===== src/rtl/uart_pkg.sv =====
// Shared UART definitions: auto-baud FSM states, error codes and divisor width.
package uart_pkg;

    localparam int unsigned DIV_W = 16;
    localparam int unsigned ERR_W = 2;

    typedef enum logic [1:0] {
        IDLE,
        ARMED,
        MEASURE,
        CALC
    } ab_state_t;

    localparam logic [ERR_W-1:0] ERR_NONE     = 2'b00;
    localparam logic [ERR_W-1:0] ERR_TIMEOUT  = 2'b01;
    localparam logic [ERR_W-1:0] ERR_MISMATCH = 2'b10;
    localparam logic [ERR_W-1:0] ERR_RANGE    = 2'b11;

endpackage


===== src/rtl/rx_sync_filter.sv =====
// RX line conditioning: 2-FF synchronizer, 3-sample majority filter and a
// registered falling-edge pulse on the filtered level.
module rx_sync_filter (
    input  logic clk,
    input  logic rst_n,
    input  logic rx_i,
    output logic fall_o
);

    logic [1:0] sync_q;
    logic [2:0] samp_q;
    logic       filt_q;
    logic       maj;

    assign maj = (samp_q[0] & samp_q[1]) | (samp_q[0] & samp_q[2]) | (samp_q[1] & samp_q[2]);

    // Everything resets to the idle-high line level so reset never produces an edge.
    always_ff @(posedge clk or negedge rst_n) begin
        if (!rst_n) begin
            sync_q <= 2'b11;
            samp_q <= 3'b111;
            filt_q <= 1'b1;
            fall_o <= 1'b0;
        end else begin
            sync_q <= {sync_q[0], rx_i};
            samp_q <= {samp_q[1:0], sync_q[1]};
            filt_q <= maj;
            fall_o <= filt_q & ~maj;
        end
    end

endmodule


===== src/rtl/uart_autobaud_ctrl.sv =====
// Baud divisor controller: measures a 0x55 sync character or takes a software
// divisor, and drives the generator's divisor with a one-cycle reload strobe.
module uart_autobaud_ctrl
    import uart_pkg::*;
#(
    parameter int unsigned OSR         = 16,
    parameter int unsigned CNT_W       = 24,
    parameter int unsigned DEFAULT_DIV = 54,
    parameter int unsigned TOL_SHIFT   = 3
) (
    input  logic             clk,
    input  logic             rst_n,
    input  logic             start_i,
    input  logic             abort_i,
    input  logic             rx_i,
    input  logic             sw_we_i,
    input  logic [DIV_W-1:0] sw_div_i,
    output logic [DIV_W-1:0] divisor_o,
    output logic             div_load_o,
    output logic             busy_o,
    output logic             locked_o,
    output logic             err_o,
    output logic [ERR_W-1:0] err_code_o
);

    localparam int unsigned SUM_W  = CNT_W + 2;
    localparam int unsigned RND_W  = SUM_W + 1;
    localparam int unsigned DIV_SH = 3 + $clog2(OSR);
    localparam int unsigned WIDE_W = (RND_W > DIV_W) ? RND_W : DIV_W + 1;
    localparam logic [CNT_W-1:0] CNT_MAX = '1;

    ab_state_t        state_q, state_d;
    logic [CNT_W-1:0] cnt_q, cnt_d;
    logic [CNT_W-1:0] iv0_q, iv0_d;
    logic [SUM_W-1:0] sum_q, sum_d;
    logic [1:0]       idx_q, idx_d;
    logic [DIV_W-1:0] divisor_d;
    logic             load_d, busy_d, locked_d, err_d;
    logic [ERR_W-1:0] code_d;

    logic             fall;
    logic [CNT_W-1:0] cnt_inc, diff, tol;
    logic [RND_W-1:0] rnd;
    logic [WIDE_W-1:0] div_wide;
    logic             div_bad;

    rx_sync_filter u_rx_sync_filter (
        .clk    (clk),
        .rst_n  (rst_n),
        .rx_i   (rx_i),
        .fall_o (fall)
    );

    // The edge cycle itself is counted, so the latched interval is the true clk count.
    assign cnt_inc  = cnt_q + CNT_W'(1);
    assign diff     = (cnt_inc >= iv0_q) ? (cnt_inc - iv0_q) : (iv0_q - cnt_inc);
    assign tol      = iv0_q >> TOL_SHIFT;
    assign rnd      = RND_W'(sum_q) + RND_W'(4 * OSR);
    assign div_wide = WIDE_W'(rnd >> DIV_SH);
    assign div_bad  = (div_wide == '0) || ((div_wide >> DIV_W) != '0);

    always_comb begin
        state_d   = state_q;
        cnt_d     = cnt_q;
        iv0_d     = iv0_q;
        sum_d     = sum_q;
        idx_d     = idx_q;
        divisor_d = divisor_o;
        load_d    = 1'b0;
        locked_d  = locked_o;
        err_d     = err_o;
        code_d    = err_code_o;

        case (state_q)
            IDLE: ;
            ARMED: begin
                if (fall) begin
                    state_d = MEASURE;
                    cnt_d   = '0;
                    sum_d   = '0;
                    idx_d   = '0;
                end else if (cnt_q == CNT_MAX) begin
                    state_d = IDLE;
                    err_d   = 1'b1;
                    code_d  = ERR_TIMEOUT;
                end else begin
                    cnt_d = cnt_inc;
                end
            end
            MEASURE: begin
                if (cnt_q == CNT_MAX) begin
                    state_d = IDLE;
                    err_d   = 1'b1;
                    code_d  = ERR_TIMEOUT;
                end else if (fall) begin
                    cnt_d = '0;
                    sum_d = sum_q + SUM_W'(cnt_inc);
                    idx_d = idx_q + 2'd1;
                    if (idx_q == 2'd0) begin
                        iv0_d = cnt_inc;
                    end else if (diff > tol) begin
                        state_d = IDLE;
                        err_d   = 1'b1;
                        code_d  = ERR_MISMATCH;
                    end else if (idx_q == 2'd3) begin
                        state_d = CALC;
                    end
                end else begin
                    cnt_d = cnt_inc;
                end
            end
            CALC: begin
                state_d = IDLE;
                if (div_bad) begin
                    err_d  = 1'b1;
                    code_d = ERR_RANGE;
                end else begin
                    divisor_d = div_wide[DIV_W-1:0];
                    load_d    = 1'b1;
                    locked_d  = 1'b1;
                end
            end
            default: state_d = IDLE;
        endcase

        // Priority, lowest to highest: abort, start, software write.
        if (abort_i && (state_q == ARMED || state_q == MEASURE)) begin
            state_d = IDLE;
        end

        if (start_i) begin
            state_d = ARMED;
            cnt_d   = '0;
            err_d   = 1'b0;
            code_d  = ERR_NONE;
        end

        if (sw_we_i) begin
            state_d   = IDLE;
            divisor_d = divisor_o;
            locked_d  = locked_o;
            load_d    = 1'b0;
            if (sw_div_i == '0) begin
                err_d  = 1'b1;
                code_d = ERR_RANGE;
            end else begin
                divisor_d = sw_div_i;
                load_d    = 1'b1;
                locked_d  = 1'b0;
                err_d     = 1'b0;
                code_d    = ERR_NONE;
            end
        end

        busy_d = (state_d == ARMED) || (state_d == MEASURE);
    end

    always_ff @(posedge clk or negedge rst_n) begin
        if (!rst_n) begin
            state_q    <= IDLE;
            cnt_q      <= '0;
            iv0_q      <= '0;
            sum_q      <= '0;
            idx_q      <= '0;
            divisor_o  <= DIV_W'(DEFAULT_DIV);
            div_load_o <= 1'b0;
            busy_o     <= 1'b0;
            locked_o   <= 1'b0;
            err_o      <= 1'b0;
            err_code_o <= ERR_NONE;
        end else begin
            state_q    <= state_d;
            cnt_q      <= cnt_d;
            iv0_q      <= iv0_d;
            sum_q      <= sum_d;
            idx_q      <= idx_d;
            divisor_o  <= divisor_d;
            div_load_o <= load_d;
            busy_o     <= busy_d;
            locked_o   <= locked_d;
            err_o      <= err_d;
            err_code_o <= code_d;
        end
    end

endmodule

===== config.mk =====
export PLATFORM = sky130hd
export DESIGN_NAME = uart_autobaud_ctrl
export DESIGN_NICKNAME = d
export VERILOG_FILES = /design/src/rtl/uart_pkg.sv /design/src/rtl/rx_sync_filter.sv /design/src/rtl/uart_autobaud_ctrl.sv
export SDC_FILE = /design/constraint.sdc
export NUM_CORES = 1
export LEC_CHECK = 0
export CORE_MARGIN = 2
export CORE_UTILIZATION = 55
export DETAILED_ROUTE_END_ITERATION = 16
export GPL_ROUTABILITY_DRIVEN = 0
export PLACE_DENSITY = 0.78
export SYNTH_ARGS = -nofsm -noshare
export SYNTH_HDL_FRONTEND = slang
export SYNTH_SLANG_ARGS = --single-unit

===== constraint.sdc =====
create_clock -name clk -period 6.6 [get_ports clk]
set_clock_uncertainty 0.1 [all_clocks]
set_input_delay 1.32 -clock clk [delete_from_list [all_inputs] [get_ports clk]]
set_output_delay 1.32 -clock clk [all_outputs]
set_load 0.01 [all_outputs]

# == Word-level counts from Yosys, hierarchy flattened ==
# Cells that the tools add are included.
# word_totals
reg_bits,107
input_bits,22
output_inout_bits,22
wordCells,128
# classes
muxes,60
reduce_logical,17
bitwise,8
n_eq_ne,20
n_lt_le_gt_ge,2
add_sub_neg,6
# ops
operator,count
$mux W24,6
$mux W26,3
$mux W16,4
$pmux W26 S2,1
$pmux W24 S2,1
$sub A24 B24 Y24,2
$mux W2,23
$add A26 B7 Y27 const B,1
$logic_not A27 Y1,1
$reduce_bool A27 Y1,1
$add A26 B24 Y26,1
$add A24 B1 Y24 const B,1
$eq A24 B24 Y1 const B,1
$ge A24 B24 Y1,1
$gt A24 B21 Y1,1
$mux W1,18
$logic_not A16 Y1,1
$ne A4 B4 Y1 const B,3
$pmux W2 S3,2
$ne A5 B5 Y1 const B,2
$eq A2 B2 Y1 const B,4
$reduce_and A4 Y1,2
$reduce_and A7 Y1,1
$ne A2 B2 Y1 const B,3
18 further kinds,29

# == Depth between registers and ports, before layout ==
# Gate-level depths: netlist of run 1.
# logic_depth
word_depth,14
ltp_mapped,33
mapped_depth_nobuf,30

# == By module ==
# From an unflattened synthesis of run 1, not the netlist that was laid out.
# hier_totals
hier_cells,1139
hier_area_um2,9136.3
# modules_own_cells
mod,cells_each,area_per_inst_um2,n_inst,seq_area_each_um2
uart_autobaud_ctrl,1130,8936.1,1,2507.4
rx_sync_filter,9,200.2,1,182.7

# == Worst setup path after synthesis of run 1 ==
# Ideal clock, no wire load.
# synth_path
kind,flip-flop to flip-flop
startpoint,register cnt_q[2]
endpoint,register busy_o
synth_period_minus_slack_ps,6629
setup_time_ps,123
path_stages_with_launch,32
path_buffers,3
required_time_ps,6377
t_arrival_ps,6406
path_slack_ps,-29
path_cell_list,dfrtp_1 and3_1 and3_1 and3_1 and3_1 clkbuf_1 nor3b_2 nand3_1 xor2_1 inv_1 ha_1 buf_2 a21o_1 a21oi_1 o21ai_0 and2_1 o41ai_4 buf_4 mux2i_1 o221ai_1 a21oi_1 xnor2_1 ha_1 nand4_1 or4_1 nor2_1 a21oi_1 a21oi_1 a21boi_2 nand4b_4 and3_1 o221a_1
# synth_via
elab_chain_len,14
elab_cells_between_ends,20
cone_classes,add/sub (3); order compare (2); eq/ne (3); mux (11); reduce/logical (1)
# synth_lines
item,line,rtl
start: declaration,uart_autobaud_ctrl.sv:33,"logic [CNT_W-1:0] cnt_q, cnt_d;"
start signal: assignment,uart_autobaud_ctrl.sv:173,cnt_q <= cnt_d;
$add A24 B1 Y24 (*),uart_autobaud_ctrl.sv:55,assign cnt_inc = cnt_q + CNT_W'(1);
via cnt_inc[17],uart_autobaud_ctrl.sv:42,"logic [CNT_W-1:0] cnt_inc, diff, tol;"
$sub A24 B24 Y24 or $ge A24 B24 Y1 (tied branches),uart_autobaud_ctrl.sv:56,assign diff = (cnt_inc >= iv0_q) ? (cnt_inc - iv0_q) : (iv0_q - cnt_inc);
$mux W24 (*),uart_autobaud_ctrl.sv:56,
$gt A24 B21 Y1 (*),uart_autobaud_ctrl.sv:101,end else if (diff > tol) begin
$mux W2 (*),uart_autobaud_ctrl.sv:101,
$mux W2 (*),uart_autobaud_ctrl.sv:99,if (idx_q == 2'd0) begin
$mux W2 (*),uart_autobaud_ctrl.sv:95,end else if (fall) begin
$mux W2 (*),uart_autobaud_ctrl.sv:91,if (cnt_q == CNT_MAX) begin
$pmux W2 S3 (*),uart_autobaud_ctrl.sv:74,case (state_q)
$mux W2 (*),uart_autobaud_ctrl.sv:127,if (abort_i && (state_q == ARMED || state_q == MEASURE)) begin
$mux W2 (*),uart_autobaud_ctrl.sv:131,if (start_i) begin
$mux W2 (*),uart_autobaud_ctrl.sv:138,if (sw_we_i) begin
$eq A2 B1 Y1 or $eq A2 B2 Y1 (tied branches),uart_autobaud_ctrl.sv:155,busy_d = (state_d == ARMED) || (state_d == MEASURE);
$logic_or A1 B1 Y1 (*),uart_autobaud_ctrl.sv:155,
via busy_d,uart_autobaud_ctrl.sv:38,"logic load_d, busy_d, locked_d, err_d;"
end signal: assignment,uart_autobaud_ctrl.sv:179,busy_o <= busy_d;
end: declaration,uart_autobaud_ctrl.sv:20,"output logic busy_o,"
# The timed path passes the listed nets; every way through them passes the cells marked *.
# A chain may end at the register's enable or synchronous reset.

# == Worst setup path in the final report of run 1 ==
# layout_path
startpoint,register cnt_q[1]
endpoint,register busy_o
# The elaborated chain is that of the path after synthesis.

==> metrics.md, run 1 <==
| Metric | Value |
|---|---|
| Clock transition at path regs | ~80 ps |
| Via density | a little under 6 |
| H-tree depth | 3 |
| Slew headroom | between 20% and 30% |
| Sw Share | around a third |
| Yosys top cell by area | dfrtp_1 |
| Ant. Diodes | 0 |
| Syn_area_per_cell | between 8 and 9 um2 |
| Count of final setup violators | 0 |
| Number of flops mapped to enable cells by yosys | 0 |
| Status | finished, final reports clean |
| Largest net degree at the start of global routing | 64 |
| Hold Vio Cnt, Final | 0 |
| Clock power share | 30.5% |
| Hold path cells | 0 |
| Total GRT Usage | a little over a quarter |
| Most numerous cell in the Yosys netlist | nand2_1 |
| FILL cells | between 1,000 and 1,500 |
| Die Area | between 0.015 and 0.02 mm2 |
| RR Endpoint | busy_o |
| Grt total ovfl | 0 |
| # rows | 47 |
| Dpl cells | 1,428 |
| Placeable core region | approximately 0.017 mm2 |
| Worst-Margin Slew | around 1100 ps |
| Dpl ws | -64.51 ps |
| First-pass GRT wire length | between 30 and 40 mm |
| Peak VDD IR | approximately 0.14 mV |
| Min-delay src | u_rx_sync_filter.sync_q[1] |
| Worst min-delay path class | reg2reg |
| Top-area cell type share of the netlist area | 25.88% |
| Slew Viols, Final | 0 |
| Routed len/inst | about 17 um |
| CP Max Fanout | 9 |
| Post-layout worst setup margin | 7.750 ps |
| CTS sink count | 107 |
| Kind of critical path | reg2reg |
| Synth unique cells | 78 |
| CP Data Required Time | between 6000 and 7000 ps |
| Cells after Synth | between 1,000 and 1,500 |
| Part of the power in combinational logic | a little under a third |
| Mapped Area | between 0.009 and 0.01 mm2 |
| Ys Warns | 0 |
| Maxcap violations | 0 |
| 1st-pass router iterations | 6 |
| Port buffer count | 43 |
| CP arrival | 6750 ps |
| Final #Nets | about 1,400 |
| # hold bufs at CTS | 0 |
| DP HPWL | 19.07 mm |
| Cts bufs inserted | 9 |
| Sequential fraction of design power | 38.8% |
| Initial DRC count | between 900 and 1,000 |
| F_max | approximately 150 MHz |
| FFs w/ async S/R, synth | 100.0% |
| Detailed Route WL | about 24 mm |
| WHS Endpoint | u_rx_sync_filter.samp_q[0] |
| Tmin final | about 6600 ps |
| Yosys reg bits | 107 |
| Clock Tree Buf Depth | 2 |
| Root Driver | clkbuf_16 |
| Net Count, Synth | between 1,000 and 1,500 |
| Layout area overhead | 15.08% |
| Cell area power density | 163.2 mW/mm2 |
| Reg2Reg Setup Slack | between 7 and 8 ps |
| Tcrit/Tclk final | roughly 100% |
| Internal | around 0.0012 W |
| Switching pwr | 0.0005751 W |
| Dominant cells by area after synthesis | dfrtp_1, ha_1, o21ai_0 |
| Seq/Total Area, Yosys | between 20% and 30% |
| LEAKAGE | between 5 and 6 nW |
| Startpoint class of the critical path | flop |
| Die width | between 100 and 150 um |
| CP Capture Type | flop |
| Synth top cells by count | nand2_1, o21ai_0, ha_1, dfrtp_1, a21oi_1 |
| Launch point of the worst reg-to-reg path | cnt_q[1] |
| DRC viols | 0 |
| Layout cells sized above 1 | between 10% and 20% |
| Vias in the first global route | about 8,000 |
| Top-Level Pins | 44 |
| Final ANT Viol Nets | 0 |
| Die height | ~130 um |
| Post-Layout Cell Count | about 1,500 |
| Initial Util | 56.36% |
| Top FF cell, synth | dfrtp_1 |
| Routed vias | 8,661 |
| Initial antenna violation count | 0 |
| CTS tree | built |
| Clk Latency, worst-skew pair | 360 ps |
| Register-to-Register Path Depth | 25 |
cells by family after synthesis:
group | synth area share [%]
simple gates | 20.18
compound gates | 22.64
buf+inv | 5.750
flops | 28.68
fa+ha+maj | 14.09
xor+xnor | 7.364
mux | 1.294
worst max-delay path: stages (launching register included):
cell and delay (ps):
dfrtp_1 420, ha_1 250, and3_1 190, and3_1 200, xnor2_1 370, inv_1 170, ha_1 500, nand2_1 150
nor2_1 340, nand3_1 110, o21ai_0 490, mux2i_2 200, o32ai_2 390, a21oi_2 80, xnor2_1 140, ha_1 290
nand4_1 190, a21oi_1 60, a2111oi_0 530, buf_4 220, o21ai_0 80, a21oi_1 170, a21boi_2 220, nand4b_4 170
and3_4 230, o221a_1 210
registers in the layout, indices dropped and copies added, names as in the netlist:
signal and count:
u_rx_sync_filter.fall_o 1, cnt_q 24, state_q 2, div_load_o 1
err_o 1, u_rx_sync_filter.filt_q 1, idx_q 2, locked_o 1
u_rx_sync_filter.samp_q 3, busy_o 1, iv0_q 24, sum_q 26
u_rx_sync_filter.sync_q 2, divisor_o 16, err_code_o 2
cell type report:
type | count | area [um2] | area share (%)
Sequential cell | 107 | 2690 | 24.92
Multi-Input combinational cell | 930 | 6346 | 58.80
Tap cell | 220 | 275.3 | 2.550
Inverter | 76 | 285.3 | 2.643
Clock inverter | 7 | 70.07 | 0.6492
Timing Repair Buffer | 104 | 900.9 | 8.347
Clock buffer | 9 | 225.2 | 2.087
routing by layer:
| metal | GRT usage [%] | up-vias | routed length, um |
|---|---|---|---|
| met1 | 36.70 | 4022 | 11050 |
| met3 | 3.904 | 62 | 1419 |
| met5 | 0 | - | 0 |
| met4 | 10.53 | 0 | 796 |
| met2 | 44.27 | 301 | 11110 |
| li1 | - | 4276 | - |
worst max path at each step:
stage	start	slack [ps]	depth (start not counted)	end
floorplan	cnt_q[2]	30	31	busy_o
global placement	cnt_q[2]	130	29	busy_o
detailed placement	cnt_q[4]	-60	29	busy_o
CTS	cnt_q[2]	2	32	busy_o
global route	cnt_q[1]	-120	25	busy_o
finish	cnt_q[1]	8	25	busy_o
placed cells by master (no fill, tap or decap), types with 17 or more instances in the layout:
cell	instances
a21o_1	24
a21oi_1	86
buf_4	58
clkdlybuf4s50_1	42
dfrtp_1	97
ha_1	97
inv_1	75
nand2_1	144
nand3_1	53
nand4_1	23
nor2_1	73
o21ai_0	116
o31ai_1	17
xnor2_1	32
xor2_1	38
power by group through the flow:
| stage | logic, W | clock network [W] | registers, W |
|---|---|---|---|
| 6_report | 0.000540 | 0.000537 | 0.000684 |
| 5_1_grt | 0.000584 | 0.000577 | 0.000686 |
| 4_1_cts | 0.000484 | 0.000552 | 0.000684 |
| 3_5_place_dp | 0.000479 | 0 | 0.000697 |
| 3_3_place_gp | 0.000469 | 0 | 0.000696 |
| 2_1_floorplan | 0.000313 | 0 | 0.000701 |
stage by stage:
stage / TNS, ps / total power [W] / instance area (um2) / utilization (%) / hold slack, ps
2_1_floorplan: 0 / 0.001014 / 9385 / - / 245.2
3_3_place_gp: 0 / 0.001165 / 10230 / 61.45 / 247.2
3_5_place_dp: -122.1 / 0.001175 / 10230 / 61.45 / 249.2
4_1_cts: 0 / 0.001719 / 10540 / 63.36 / 262.0
5_1_grt: -246.4 / 0.001848 / 10790 / 64.85 / 267.8
6_report: 0 / 0.001761 / 10790 / 64.85 / 260.1
timing repair:
item / 4_1_cts / 5_1_grt
buffers inserted: 2 / 7
endpoints found under the setup margin: 3 / 6
resized for setup: 2 / 41
pin swaps: 1 / 15
cloned: 0 / 0
Power figures use the tool's default switching activity.
==> run 2, diff against run 1 <==
--- a/config.mk
+++ b/config.mk
@@ -9,6 +9,7 @@
 export CORE_UTILIZATION = 55
 export DETAILED_ROUTE_END_ITERATION = 16
 export GPL_ROUTABILITY_DRIVEN = 0
+export GPL_TIMING_DRIVEN = 0
 export PLACE_DENSITY = 0.78
 export SYNTH_ARGS = -nofsm -noshare
 export SYNTH_HDL_FRONTEND = slang
==> metrics.md, run 2 (synthesis gave the netlist of run 1 again) <==
| Metric | Value |
|---|---|
| # rows | 47 (unchanged) |
| Status | finished with violations |
| Die height | 134.6 um (unchanged) |
| Failing checks | setup timing |
| FILL cells | 1,368 (-4.6%) |
| Post-layout worst setup margin | -80.12 ps (-87.87 ps) |
| Top-Level Pins | 44 (unchanged) |
| Detailed Route WL | 25.60 mm (+5.0%) |
| Routed len/inst | 17.13 um (+2.1%) |
| Dpl ws | -1546 ps (-1482 ps) |
| Total GRT Usage | 28.43% (+1.3 points) |
| Slew headroom | 29.35% (+0.39 points) |
| Cell area power density | 162.7 mW/mm2 (-0.26%) |
| LEAKAGE | 5.149 nW (+2.4%) |
| Footprint of the multi-input gates | 0.006511 mm2 (+2.6%) |
| CP Data Required Time | 6750 ps (about the same) |
| Tmin final | 6680 ps (+87.87 ps) |
| Initial DRC count | 844 (-6.9%) |
| Startpoint class of the critical path | flop |
| F_max | 149.7 MHz (-1.3%) |
| Tcrit/Tclk final | 101.2% (+1.3 points) |
| Dpl cells | 1,430 (+0.14%) |
| CTS tree | built |
| Placed standard-cell area | 0.01011 mm2 (-1.2%) |
| Placeable core region | 0.01664 mm2 (unchanged) |
| CTS sink count | 107 (unchanged) |
| Peak VDD IR | 0.2066 mV (+52%) |
| Largest net degree at the start of global routing | 56 (-13%) |
| Launch point of the worst reg-to-reg path | cnt_q[1] |
| Cts bufs inserted | 9 (unchanged) |
| Met3 Use GR | 4.167% (+0.26 points) |
| Sequential fraction of design power | 37.6% (-1.2 points) |
| Worst-Margin Slew | 1050 ps (-14.86 ps) |
| Clock power share | 31.1% (+0.6 points) |
| First-pass GRT wire length | 41.56 mm (+4.5%) |
| Final #Nets | 1,394 (+3.0%) |
| CP max-delay cell | or4_4 |
| Switching pwr | 0.0005913 W (+2.8%) |
| Register Area | 0.002691 mm2 (about the same) |
| Most Frequent Cell on Critical Path | a21oi_2 |
| Met2 Track Usage GR | 48.07% (+3.8 points) |
| Hold Vio Cnt, Final | 0 (unchanged) |
| 1st-pass router iterations | 7 (+1) |
| Port buffer count | 42 (-2.3%) |
| Clk Latency, worst-skew pair | 360 ps (about the same) |
| Vias in the first global route | 8,488 (+4.3%) |
| Slew Viols, Final | 0 (unchanged) |
| Ant. Diodes | 0 (unchanged) |
| WHS Endpoint | u_rx_sync_filter.sync_q[1] |
| Maxcap violations | 0 (unchanged) |
| Kind of critical path | reg2reg |
| Top reg by flops | sum_q |
| Worst path max stage delay | 610 ps (+80 ps) |
| Grt total ovfl | 0 (unchanged) |
| Via density | 5.971 (+0.16%) |
| Clock Tree Buf Depth | 2 (unchanged) |
| Die width | 134.6 um (unchanged) |
| RR Endpoint | busy_o |
| Unrepaired setup endpoints after global routing | true |
| Root Driver | clkbuf_16 |
| Internal | 0.001230 W (+3.7%) |
| Gr busiest metal | met2 |
| Layout cells sized above 1 | 15.31% (+3.4 points) |
| Routed vias | 8,920 (+3.0%) |
| CP arrival | 6830 ps (+80 ps) |
| Top Family by Delay on Critical Path | simple AND/OR/NAND/NOR gates |
| Initial Util | 56.36% (unchanged) |
| # hold bufs at CTS | 0 (unchanged) |
| Reg2Reg Setup Slack | -80 ps (-90 ps) |
| Hold WS | 257.9 ps (-2.208 ps) |
| Number of flip-flops in the largest register | 26 (unchanged) |
| Largest registers | sum_q: 26 flops, cnt_q: 24 flops, iv0_q: 24 flops |
| CP Capture Type | flop |
| DRC viols | 0 (unchanged) |
| Count of final setup violators | 2 (+2) |
| Commonest non-fill, non-tap cell in the layout | nand2_1 |
| Commonest cells after routing, fill and taps aside | nand2_1, o21ai_0, dfrtp_1 |
| Initial antenna violation count | 0 (unchanged) |
| DP HPWL | 19.52 mm (+2.4%) |
| Post-Layout Inst Area | 0.01119 mm2 (+3.7%) |
| Crit path buf inv count | 4 (+2) |
| Post-Layout Cell Count | 1,494 (+2.8%) |
| Met1 Use GR | 36.69% (about the same) |
| Setup_tns | -85.71 ps (-85.71 ps) |
| Part of the power in combinational logic | 31.3% (+0.6 points) |
| Worst min-delay path class | reg2reg |
| Min-delay src | u_rx_sync_filter.sync_q[0] |
| Hold path cells | 0 (unchanged) |
| Die Area | 0.01811 mm2 (unchanged) |
| Layout area overhead | 19.30% |
| CP Max Fanout | 10 (+1) |
| Final ANT Viol Nets | 0 (unchanged) |
| Sw Share | 32.47% (-0.19 points) |
| Clock transition at path regs | 70 ps (about the same) |
| H-tree depth | 3 (unchanged) |
| Register-to-Register Path Depth | 30 (+20%) |
==> run 2: changes by cell type in the layout (fill, tap and decap cells not counted), sizes merged <==
cell / previous run / this run
clkbuf: 9 / 35
buf: 62 / 78
bufinv: 0 / 1
clkdlybuf4s50: 42 / 41
clkinvlp: 1 / 0
==> run 2: through the flow <==
step	util, %	total power [W]
finish	67.24	0.001821
global placement	60.57	0.001162
global route	67.24	0.001906
floorplan	-	0.001014
CTS	65.65	0.001795
detailed placement	60.72	0.001171
==> run 2: layout make-up <==
type | instances | share of cell area [%]
clock buffers | 9 | 2.013
inverters | 76 | 2.549
well taps | 220 | 2.460
clock inverters | 7 | 0.7268
repair buffers | 95 | 7.537
plain buffers | 50 | 2.471
flip-flops and latches | 107 | 24.05
multi-input cells | 930 | 58.19
==> run 2: worst reg2reg max path, delay by kind of cell, from the launching register on <==
| kind | cells | cell delay, ps |
|---|---|---|
| and+or+nand+nor | 11 | 2680 |
| AOI/OAI and AO/OA | 10 | 1590 |
| adders and majority gates | 3 | 790 |
| buffers and inverters | 4 | 620 |
| DFF | 1 | 430 |
| xor gates and xnor gates | 2 | 370 |
==> run 2: power by group through the flow <==
stage          combinational (W)  sequential, W  clock (W)
2_1_floorplan           0.000313       0.000701          0
3_3_place_gp            0.000464       0.000697          0
3_5_place_dp            0.000474       0.000697          0
4_1_cts                 0.000539       0.000685   0.000572
5_1_grt                 0.000620       0.000687   0.000598
6_report                0.000571       0.000685   0.000566
==> run 2: per-layer routing <==
layer  vias up  routed length (um)
li1       4353                   -
met1      4218               11400
met2       280               12060
met3        69                1200
met4         0                 933
met5         -                   0
==> run 2: what timing repair did <==
item,CTS,global route
endpoints found under the setup margin,6,6
buffers inserted,32,21
pin swaps,23,28
gates resized for setup,65,31
==> run 2: worst max-delay path by stage <==
stage               slack, ps     end  cells after the start     start
finish                    -80  busy_o                     30  cnt_q[1]
global route             -290  busy_o                     30  cnt_q[1]
CTS                      0.03  busy_o                     30  cnt_q[0]
detailed placement      -1550  busy_o                     31  cnt_q[2]
global placement        -1520  busy_o                     31  cnt_q[2]
floorplan                  30  busy_o                     31  cnt_q[2]
